### config.mk
export PLATFORM = sky130hd
export DESIGN_NAME = lbuf_mrd_req
export DESIGN_NICKNAME = d
export VERILOG_FILES = /design/src/rtl/lbuf_mrd_req_pkg.sv /design/src/rtl/lbuf_mrd_req_chunk_calc.sv /design/src/rtl/lbuf_mrd_req.sv
export SDC_FILE = /design/constraint.sdc
export NUM_CORES = 1
export LEC_CHECK = 0
export ABC_AREA = 1
export CORE_UTILIZATION = 45
export DETAILED_ROUTE_END_ITERATION = 7
export GPL_TIMING_DRIVEN = 0
export PLACE_DENSITY = 0.79
export SYNTH_ARGS = -nofsm -noshare
export SYNTH_HDL_FRONTEND = slang
export SYNTH_SLANG_ARGS = --single-unit
### constraint.sdc
create_clock -name clk -period 6.8 [get_ports clk]
set_clock_uncertainty 0.2 [all_clocks]
set_input_delay 1.02 -clock clk [delete_from_list [all_inputs] [get_ports clk]]
set_output_delay 1.02 -clock clk [all_outputs]
set_load 0.03 [all_outputs]
### src/rtl/lbuf_mrd_req_pkg.sv
// Shared definitions for the lbuf MRd requester.
// Contents:
//   state_e   - requester FSM states; the top module exposes the current
//               state on its dbg_state port
//   FMT_*     - TLP fmt codes for a memory read with no data (3DW / 4DW header)
//   TYPE_MRD  - TLP type code for a memory read
//   TREM_*    - trn_trem_n encodings (both DWs valid / upper DW only)
//   mrrs_dw() - decodes the PCIe max-read-request-size field to DWs and
//               clamps the result to a local cap
package lbuf_mrd_req_pkg;

  typedef enum logic [2:0] {
    ST_IDLE = 3'd0,
    ST_CALC = 3'd1,
    ST_WAIT = 3'd2,
    ST_HDR0 = 3'd3,
    ST_HDR1 = 3'd4,
    ST_DONE = 3'd5
  } state_e;

  localparam logic [1:0]  FMT_MRD_3DW = 2'b00;
  localparam logic [1:0]  FMT_MRD_4DW = 2'b01;
  localparam logic [4:0]  TYPE_MRD    = 5'b00000;
  localparam logic [7:0]  TREM_BOTH   = 8'h00;
  localparam logic [7:0]  TREM_UPPER  = 8'h0F;
  localparam logic [10:0] DW_PER_4KB  = 11'd1024;

  // MRRS encoding n means 128<<n bytes, which is 32<<n DWs. The encodings
  // 6 and 7 are reserved; they are treated as the 4KB maximum, and the cap
  // then limits them.
  function automatic logic [10:0] mrrs_dw(input logic [2:0]  enc,
                                          input logic [10:0] cap_dw);
    logic [10:0] dw;
    if (enc > 3'd5) dw = 11'd1024;
    else            dw = 11'd32 << enc;
    return (dw < cap_dw) ? dw : cap_dw;
  endfunction

endpackage

### src/rtl/lbuf_mrd_req_chunk_calc.sv
// Combinational sizing of the next MRd.
// Ports:
//   addr_dw_off  in  10  cur_addr[11:2], the DW offset inside the current 4KB page
//   rem_dw       in  33  DWs still to be requested
//   mrrs_enc     in  3   PCIe MRRS encoding
//   chunk_dw     out 11  min(effective MRRS in DWs, rem_dw, DWs to the next 4KB boundary)
module lbuf_mrd_req_chunk_calc
  import lbuf_mrd_req_pkg::*;
#(
  parameter int MAX_RD_BYTES = 512
) (
  input  logic [9:0]  addr_dw_off,
  input  logic [32:0] rem_dw,
  input  logic [2:0]  mrrs_enc,
  output logic [10:0] chunk_dw
);

  localparam logic [10:0] CAP_DW = 11'(MAX_RD_BYTES / 4);

  logic [10:0] mrrs_lim;
  logic [10:0] bnd_dw;
  logic [10:0] lim;

  always_comb begin
    mrrs_lim = mrrs_dw(mrrs_enc, CAP_DW);
    // An offset of 0 gives 1024: a whole page is available.
    bnd_dw   = DW_PER_4KB - {1'b0, addr_dw_off};
    lim      = (mrrs_lim < bnd_dw) ? mrrs_lim : bnd_dw;
    chunk_dw = (rem_dw < {22'd0, lim}) ? rem_dw[10:0] : lim;
  end

endmodule

### src/rtl/lbuf_mrd_req.sv
// Requester side of the lbuf pull. While rd_lbuf is high, the block issues
// 64-bit MRd TLPs on the Virtex-5 TRN transmit bus. Together the TLPs cover
// lbuf_addr .. lbuf_addr + lbuf_len*8. The block paces itself against a DW
// credit budget; completions (cpl_rcved/cpl_dws) give credit back.
// Ports:
//   clk, rst_n           TRN clock; asynchronous active-low reset
//   rd_lbuf              level request; lbuf_addr/lbuf_len are stable while it is high
//   lbuf_addr            4KB-aligned byte address
//   lbuf_len             length in QWs (a nonzero multiple of 16)
//   rd_lbuf_done         every MRd of the lbuf has been accepted; held until rd_lbuf drops
//   cpl_rcved, cpl_dws   completion strobe and payload DWs (0 means 1024)
//   cfg_completer_id     requester ID placed in DW1
//   cfg_max_rd_req_size  PCIe MRRS encoding
//   trn_tbuf_av          bit 0: a non-posted buffer is available
//   trn_tdst_rdy_n       core ready (active low)
//   trn_td/trn_trem_n/trn_tsof_n/trn_teof_n/trn_tsrc_rdy_n  TRN transmit outputs
//   dbg_state            current FSM state
//
// Handshake: a beat transfers on a rising edge where trn_tsrc_rdy_n and
// trn_tdst_rdy_n are both low. While a beat is offered and not accepted,
// trn_td, trn_trem_n, trn_tsof_n and trn_teof_n do not change. Once the first
// beat of a TLP is offered, trn_tsrc_rdy_n stays low until the second beat is
// accepted.
module lbuf_mrd_req
  import lbuf_mrd_req_pkg::*;
#(
  parameter int MAX_RD_BYTES       = 512,
  parameter int MAX_OUTSTANDING_DW = 1024
) (
  input  logic        clk,
  input  logic        rst_n,
  input  logic        rd_lbuf,
  input  logic [63:0] lbuf_addr,
  input  logic [31:0] lbuf_len,
  output logic        rd_lbuf_done,
  input  logic        cpl_rcved,
  input  logic [9:0]  cpl_dws,
  input  logic [15:0] cfg_completer_id,
  input  logic [2:0]  cfg_max_rd_req_size,
  input  logic [3:0]  trn_tbuf_av,
  input  logic        trn_tdst_rdy_n,
  output logic [63:0] trn_td,
  output logic [7:0]  trn_trem_n,
  output logic        trn_tsof_n,
  output logic        trn_teof_n,
  output logic        trn_tsrc_rdy_n,
  output state_e      dbg_state
);

  localparam logic [11:0] BUDGET_DW = 12'(MAX_OUTSTANDING_DW);

  state_e      state_q,    state_d;
  logic [63:0] cur_addr_q, cur_addr_d;
  logic [32:0] rem_dw_q,   rem_dw_d;
  logic [10:0] chunk_dw_q, chunk_dw_d;
  logic [4:0]  tag_q,      tag_d;
  logic [10:0] outst_q,    outst_d;
  logic        done_q,     done_d;
  logic [63:0] td_q,       td_d;
  logic [7:0]  trem_q,     trem_d;
  logic        sof_n_q,    sof_n_d;
  logic        eof_n_q,    eof_n_d;
  logic        src_n_q,    src_n_d;

  logic [10:0] calc_dw;
  logic        use_4dw;
  logic [31:0] hdr_dw0;
  logic [31:0] hdr_dw1;
  logic [63:0] beat1;
  logic        hdr1_accept;
  logic [11:0] outst_add;
  logic [11:0] outst_sub;
  logic [11:0] outst_sum;
  logic        out_underflow;
  logic        budget_ok;
  logic        unused_tbuf;

  // Only the non-posted buffer bit matters for reads.
  assign unused_tbuf = ^trn_tbuf_av[3:1];

  lbuf_mrd_req_chunk_calc #(
    .MAX_RD_BYTES (MAX_RD_BYTES)
  ) u_chunk_calc (
    .addr_dw_off (cur_addr_q[11:2]),
    .rem_dw      (rem_dw_q),
    .mrrs_enc    (cfg_max_rd_req_size),
    .chunk_dw    (calc_dw)
  );

  // Header fields are built from registers that do not change while a TLP
  // is in flight. This keeps both beats stable under backpressure.
  always_comb begin
    use_4dw = |cur_addr_q[63:32];
    hdr_dw0 = {1'b0, (use_4dw ? FMT_MRD_4DW : FMT_MRD_3DW), TYPE_MRD,
               1'b0, 3'b000, 4'b0000, 1'b0, 1'b0, 2'b00, 2'b00,
               chunk_dw_q[9:0]};
    hdr_dw1 = {cfg_completer_id, 3'b000, tag_q, 4'hF, 4'hF};
    if (use_4dw) beat1 = {cur_addr_q[63:32], cur_addr_q[31:2], 2'b00};
    else         beat1 = {cur_addr_q[31:2], 2'b00, 32'h0000_0000};
  end

  // Outstanding DW accounting. A request and a completion in the same cycle
  // net out. Underflow saturates at zero.
  always_comb begin
    hdr1_accept   = (state_q == ST_HDR1) && !trn_tdst_rdy_n;
    outst_add     = hdr1_accept ? {1'b0, chunk_dw_q} : 12'd0;
    if (!cpl_rcved)         outst_sub = 12'd0;
    else if (cpl_dws == '0) outst_sub = 12'd1024;
    else                    outst_sub = {2'b00, cpl_dws};
    outst_sum     = {1'b0, outst_q} + outst_add;
    out_underflow = outst_sum < outst_sub;
    outst_d       = out_underflow ? 11'd0 : 11'(outst_sum - outst_sub);
    budget_ok     = ({1'b0, outst_q} + {1'b0, chunk_dw_q}) <= BUDGET_DW;
  end

  always_comb begin
    state_d    = state_q;
    cur_addr_d = cur_addr_q;
    rem_dw_d   = rem_dw_q;
    chunk_dw_d = chunk_dw_q;
    tag_d      = tag_q;
    done_d     = done_q;
    td_d       = td_q;
    trem_d     = trem_q;
    sof_n_d    = sof_n_q;
    eof_n_d    = eof_n_q;
    src_n_d    = src_n_q;
    case (state_q)
      ST_IDLE: begin
        done_d = 1'b0;
        if (rd_lbuf) begin
          cur_addr_d = lbuf_addr;
          rem_dw_d   = {lbuf_len, 1'b0};
          state_d    = ST_CALC;
        end
      end
      ST_CALC: begin
        chunk_dw_d = calc_dw;
        state_d    = ST_WAIT;
      end
      ST_WAIT: begin
        // Once the request is withdrawn, no new TLP starts.
        if (!rd_lbuf) begin
          state_d = ST_IDLE;
        end else if (budget_ok && trn_tbuf_av[0]) begin
          td_d    = {hdr_dw0, hdr_dw1};
          trem_d  = TREM_BOTH;
          sof_n_d = 1'b0;
          eof_n_d = 1'b1;
          src_n_d = 1'b0;
          state_d = ST_HDR0;
        end
      end
      ST_HDR0: begin
        if (!trn_tdst_rdy_n) begin
          td_d    = beat1;
          trem_d  = use_4dw ? TREM_BOTH : TREM_UPPER;
          sof_n_d = 1'b1;
          eof_n_d = 1'b0;
          state_d = ST_HDR1;
        end
      end
      ST_HDR1: begin
        if (hdr1_accept) begin
          td_d       = '0;
          trem_d     = TREM_BOTH;
          eof_n_d    = 1'b1;
          src_n_d    = 1'b1;
          cur_addr_d = cur_addr_q + {51'd0, chunk_dw_q, 2'b00};
          rem_dw_d   = rem_dw_q - {22'd0, chunk_dw_q};
          tag_d      = tag_q + 5'd1;
          // A withdrawn request never reports done, even on its last TLP.
          if (!rd_lbuf) begin
            state_d = ST_IDLE;
          end else if (rem_dw_d == '0) begin
            done_d  = 1'b1;
            state_d = ST_DONE;
          end else begin
            state_d = ST_CALC;
          end
        end
      end
      ST_DONE: begin
        if (!rd_lbuf) begin
          done_d  = 1'b0;
          state_d = ST_IDLE;
        end
      end
      default: state_d = ST_IDLE;
    endcase
  end

  always_ff @(posedge clk or negedge rst_n) begin
    if (!rst_n) begin
      state_q    <= ST_IDLE;
      cur_addr_q <= '0;
      rem_dw_q   <= '0;
      chunk_dw_q <= '0;
      tag_q      <= '0;
      outst_q    <= '0;
      done_q     <= 1'b0;
      td_q       <= '0;
      trem_q     <= TREM_BOTH;
      sof_n_q    <= 1'b1;
      eof_n_q    <= 1'b1;
      src_n_q    <= 1'b1;
    end else begin
      state_q    <= state_d;
      cur_addr_q <= cur_addr_d;
      rem_dw_q   <= rem_dw_d;
      chunk_dw_q <= chunk_dw_d;
      tag_q      <= tag_d;
      outst_q    <= outst_d;
      done_q     <= done_d;
      td_q       <= td_d;
      trem_q     <= trem_d;
      sof_n_q    <= sof_n_d;
      eof_n_q    <= eof_n_d;
      src_n_q    <= src_n_d;
    end
  end

  // A completion for more DWs than are outstanding points to a bookkeeping
  // error upstream.
  assert property (@(posedge clk) disable iff (!rst_n) !(cpl_rcved && out_underflow));

  assign rd_lbuf_done   = done_q;
  assign trn_td         = td_q;
  assign trn_trem_n     = trem_q;
  assign trn_tsof_n     = sof_n_q;
  assign trn_teof_n     = eof_n_q;
  assign trn_tsrc_rdy_n = src_n_q;
  assign dbg_state      = state_q;

endmodule

---- Word level (Yosys, flattened, before mapping) ----
Index checks and enable logic that the tools add are counted.
Widths: inputs -> output; s select.
storage, ports and cells
  logic and storage cells ................. 110
  flip-flop bits (word level) ............. 203
  input port bits ......................... 134
operators by class
  add/subtract/negate cells ............... 7
  mux-type cells .......................... 51
  equality and inequality tests ........... 14
  shift operators ......................... 1
  order comparisons ....................... 6
  reduce and logical (&&, ||, !) cells .... 19
operators with widths
  cell                  number
  $mux 64               7
  $pmux 64 s3           1
  $pmux 64 s2           1
  $mux 11               8
  $mux 33               2
  $pmux 33 s2           1
  $add 64x13->64        1
  $logic_not 33->1      1
  $lt 33x11->1          1
  $sub 33x11->33        1
  $mux 8                4
  $reduce_or 32->1      1
  $add 11x11->12        2
  $mux 3                8
  $pmux 8 s3            1
  $pmux 3 s6            1
  $reduce_and 5->1      3
  $ne 2x2->1 const B    7
  $le 12x11->1 const B  1
  $lt 12x11->1          1
  $mux 1                12
  $lt 11x11->1          1
  $lt 11x8->1 const B   1
  $shl 6x3->11 const A  1
  21 further kinds      30

---- Logic depth before layout (Yosys ltp) ----
  depth after elaboration ................. 8
  mapped depth ............................ 30
  mapped depth without buffers ............ 29

---- By module ----
Synthesis repeated with hierarchy kept, for this count alone.
unflattened totals
  cell total of the unflattened synthesis .. 2280
  area, all modules ....................... 15179.6 µm²
modules (own cells, without submodules)
  module                   instances  cells an instance  area each (µm²)
  lbuf_mrd_req             1          2080               14141.1
  lbuf_mrd_req_chunk_calc  1          200                1038.5

---- Least setup slack after synthesis ----
OpenSTA, ideal clock, no wires.
  kind .................................... register -> register
  start point ............................. reg state_q[0] (netlist: dbg_state[0])
  end point ............................... reg outst_q[2]
  library setup time ...................... 0.086 ns
  arrival time ............................ 4.077 ns
  setup slack ............................. 2.437 ns
  period minus slack after synthesis ...... 4.363 ns
  cell stages (with the launch flop) ...... 28
  cells stage by stage .................... dfrtp_1 nor2_1 inv_2 nor2_2 inv_2 nor2_4 inv_1 clkbuf_1 nor2_1 fa_1 nand3_1 nand3_1 a21oi_1 o21ai_0 xor2_1 inv_1 ha_1 inv_1 o311ai_0 nand2_1 nand2_1 nand2_1 nand2_1 nand2_1 nand2_1 nor2_1 buf_2 nor3_1
between the ends
  cells in the longest elaborated chain, start to end .. 6
RTL lines
  what                                                   line                                      source
  start: declaration                                     lbuf_mrd_req.sv:52                        state_e state_q, state_d;
  start signal: assignment                               lbuf_mrd_req.sv:208                       state_q <= state_d;
  $eq 3x3->1 (*)                                         lbuf_mrd_req.sv:105                       hdr1_accept = (state_q == ST_HDR1) && !trn_tdst_rdy_n;
  $logic_and 1x1->1 (*)                                  lbuf_mrd_req.sv:105
  $mux 11 (*)                                            lbuf_mrd_req.sv:106                       outst_add = hdr1_accept ? {1'b0, chunk_dw_q} : 12'd0;
  $add 11x11->12 (*)                                     lbuf_mrd_req.sv:110                       outst_sum = {1'b0, outst_q} + outst_add;
  $sub 11x11->11 / $lt 12x11->1 (equally long branches)  lbuf_mrd_req.sv:112, lbuf_mrd_req.sv:111
  $mux 11 (*)                                            lbuf_mrd_req.sv:112                       outst_d = out_underflow ? 11'd0 : 11'(outst_sum - outst_sub);
  via outst_d[2]                                         lbuf_mrd_req.sv:57                        logic [10:0] outst_q, outst_d;
  end signal: assignment                                 lbuf_mrd_req.sv:213                       outst_q <= outst_d;
  end: declaration                                       lbuf_mrd_req.sv:57
Mark *: on every way through the listed nets, which the timed path passes. The rest lies on a longest branch.
A chain may end at the register's enable or synchronous reset.

---- Final worst setup path ----
  start point ............................. in trn_tdst_rdy_n
  end point ............................... reg outst_q[2]
between the ends
  cells in the longest elaborated chain, start to end .. 6
RTL lines
  what                                                   line                                      source
  start: declaration                                     lbuf_mrd_req.sv:41                        input logic trn_tdst_rdy_n,
  $logic_not 1->1 (*)                                    n/a
  $logic_and 1x1->1 (*)                                  lbuf_mrd_req.sv:105
  $mux 11 (*)                                            lbuf_mrd_req.sv:106
  $add 11x11->12 (*)                                     lbuf_mrd_req.sv:110
  $sub 11x11->11 / $lt 12x11->1 (equally long branches)  lbuf_mrd_req.sv:112, lbuf_mrd_req.sv:111
  $mux 11 (*)                                            lbuf_mrd_req.sv:112
  via outst_d[2]                                         lbuf_mrd_req.sv:57
Marked as above.

==> impl_metrics.tcl <==
set metrics [dict create \
    drc 0 \
    clk_pin_slew_ns 0.07 \
    whs_ns 0.255 \
    synthToLayoutAreaGrowth_pct 21.2 \
    grt_pass1_wl_mm 98.8 \
    critPathArrivalTime_ns 5.55 \
    r2r-end "outst_q[2]$_DFF_PN0_" \
    cp-endpoint "outst_q[2]$_DFF_PN0_" \
    gr-total-overflow 0 \
    insertedDiodeCount 0 \
    p_per_area_mw_per_mm2 506 \
    cts_sinks 193 \
    hpwl_mm 53.7 \
    core_region_area_mm2 0.0336 \
    post_drt_via_cell_ratio 5.69 \
    fmax_ghz 0.186 \
    drive_above_1_share_pct 5.47 \
    ctsResizeCount 0 \
    grt_start_max_net_pins 76 \
    critPathLaunch "trn_tdst_rdy_n" \
    grt_setup_unrepaired "false" \
    antenna_found_initial 0 \
    io_pins 213 \
    numPortBuffers 203 \
    relSlewSlack_pct 19.8 \
    grt_pass1_vias 16400 \
    critPathKind "input port to flip-flop" \
    die_y_um 187 \
    avgSynthCellArea_um2 6.66 \
    cp_data_required_time_ns 6.98 \
    synth.area.mux_share_pct 0 \
    synth_cell_type_count 54 \
    cp-end-kind "flip-flop" \
    cts_max_level 4 \
    status "finished clean" \
    numCtsBuffers 17 \
    drv_cap 0 \
    layout_commonest_cell "nand2_1" \
    ff2ff_path_depth 27 \
    yosys.area_share.xor_xnor_pct 2.78 \
    start_util_pct 45.9 \
    drt_iter0_drc 1594 \
    peakVddDrop_v 0.000268 \
    yosys.area.top_type "dfrtp_1" \
    synth_top_area_share_pct 30.8 \
    synth_compound_area_share_pct 17.0 \
    r2r_start "dbg_state[1]$_DFFE_PN0P_" \
    cellLeakagePower_nw 8.52 \
    finalNetCount 2758 \
    synth_area_leaders "dfrtp_1, nand2_1, inv_1" \
    worst_skew_pair.late_latency_ns 0.47 \
    path_cells "clkdlybuf4s50_1 -> nor2_4 -> inv_1 -> clkbuf_1 -> nor2_1 -> fa_1 -> nand3_1 -> nand3_1 -> a21oi_1 -> o21ai_0 -> xor2_1 -> inv_1 -> ha_1 -> inv_1 -> o311ai_0 -> nand2_1 -> nand2_1 -> nand2_1 -> nand2_1 -> nand2_1 -> nand2_1 -> nor2_1 -> buf_2 -> nor3_1" \
    period_needed_ns 5.37 \
    synth-seq-cells 193 \
    synthesis.area_mm2 0.0154 \
    synth_sequential_area_ratio_pct 31.3 \
    power_mw 9.46 \
    synthSimpleGateAreaFrac_pct 32.5 \
    die_x_um 187 \
    ant_nets 0 \
    drt-total-wl_mm 65.5 \
    hold_path_class "input port to asynchronous set/reset pin" \
    gp_congestion 1.03 \
    path_max_fanout 10 \
    cpMaxStageDelayCell "clkdlybuf4s50_1" \
    finalHoldViolations 0 \
    dr_total_vias 17100 \
    clk_path_buf_depth 2 \
    rows 67 \
    slew_violations 0 \
    dieArea_mm2 0.0350 \
    tightest_slew_ns 1.17 \
    yosysWarningCount 0 \
    firstDrtPassIters 6 \
    setup_viol 0 \
    root_buffer "clkbuf_16" \
    routedWlPerCell_um 21.8 \
    track_usage_pct 37.8 \
    syn-instance-count 2316 \
    cts_setup_buffers 0 \
    critPathMostFrequentCell "nand2_1" \
    hold_buffers 0 \
    fill_cells 3338 \
    final_cell_mix "nand2_1, inv_1, nor2_1" \
    r2r_setup_slack_ns 1.48 \
    timing.final.crit_share_pct 79.0 \
    cpPeakStageDelay_ns 0.65 \
    cts_tree "yes" \
    synth_top_family_by_area "simple AND/OR/NAND/NOR gates" \
    start_kind "input port" \
    synth_fa_ha_area_share_pct 6.57 \
]
[layout make-up]
cell class	count	area, µm²	area share [%]
clock buffer	17	425	2.28
tap	448	561	3.00
sequential	193	4830	25.9
multi-input combinational	1760	9090	48.7
buffer	84	444	2.38
inverter	285	1070	5.73
timing repair buffer	205	2090	11.2
clock inverter	15	166	0.891
[synthesized netlist by cell type, drive strengths merged]
cell type	n
dfstp	3
o211ai	46
xor2	33
buf	39
or3	1
a21boi	3
dfrtp	190
o311ai	2
a221oi	1
nand2	644
a31oi	9
and3	1
clkbuf	45
nor3b	1
xnor2	16
a32oi	14
conb	1
nor3	41
o21bai	1
nand3b	6
o31ai	5
nor2	243
a21o	3
a211oi	1
inv	285
o21ai	219
nor4	28
nand4	41
a21oi	92
nand3	165
o221a	1
and2	2
o22ai	39
fa	5
a2111oi	1
o21a	1
or2	15
ha	73
[routing by layer]
metal / GRT usage (%) / vias to the layer above / part of all wire, %
met5: 0 / - / 0
met4: 19.6 / 0 / 5.2
met3: 5.55 / 147 / 7.4
met2: 62.7 / 810 / 47
met1: 47.7 / 8005 / 40
li1: - / 8139 / -
[worst min-delay path by stage]
stage / end / start / slack, ns / cells past startpoint
3_3_place_gp: trn_tsrc_rdy_n$_DFFE_PN1P_ / trn_tsrc_rdy_n$_DFFE_PN1P_ / 0.25 / 2
2_1_floorplan: tag_q[4]$_DFFE_PN0P_ / tag_q[4]$_DFFE_PN0P_ / 0.25 / 1
4_1_cts: trn_td[55]$_DFFE_PN0P_ / rst_n / 0.27 / 1
6_report: trn_td[55]$_DFFE_PN0P_ / rst_n / 0.25 / 1
3_5_place_dp: trn_tsrc_rdy_n$_DFFE_PN1P_ / trn_tsrc_rdy_n$_DFFE_PN1P_ / 0.25 / 2
5_1_grt: trn_td[60]$_DFFE_PN0P_ / rst_n / 0.27 / 1
[registers in the layout, indices dropped and copies added, names as in the netlist, 3 cells and up]
register	cells
chunk_dw_q	11
cur_addr_q	62
dbg_state	3
outst_q	11
rem_dw_q	33
tag_q	5
trn_td	63
[critical path: cells and delay by family]
kind                       cells  cell delay [ns]
buffers and inverters          6             1.63
and+or+nand+nor               12             1.09
AOI/OAI and AO/OA              3             0.85
adders and majority gates      2             0.78
xor gates and xnor gates       1             0.18
[cells by family (layout without fill, tap and decap cells)]
| logic type | count (synthesis) | count (layout) |
|---|---|---|
| simple gates | 1188 | 1188 |
| buf+inv | 369 | 606 |
| flops | 193 | 193 |
| compound gates | 438 | 438 |
| fa+ha+maj | 78 | 78 |
| other cells | 1 | 7 |
| xor+xnor | 49 | 49 |
[through the flow]
step                      setup TNS (ns)  instances  worst slack, ns  area (µm²)  util, %
final                                  0       3007             1.43       18700     55.6
after global routing                   0       3007            0.969       18700     55.6
after CTS                              0       3007             1.42       18700     55.6
after detailed placement               0       2975            0.960       18100     53.8
after global placement           -738.83       2973            -3.90       18000     53.6
after floorplan                        0       2322             2.44       15400        -
[report_power, final]
| part | total, mW | internal [mW] | switching [mW] |
|---|---|---|---|
| sequential | 2.46 | 1.68 | 0.778 |
| combinational | 5.94 | 1.98 | 3.97 |
| clock | 1.06 | 0.525 | 0.535 |
Power figures use the tool's default switching activity.
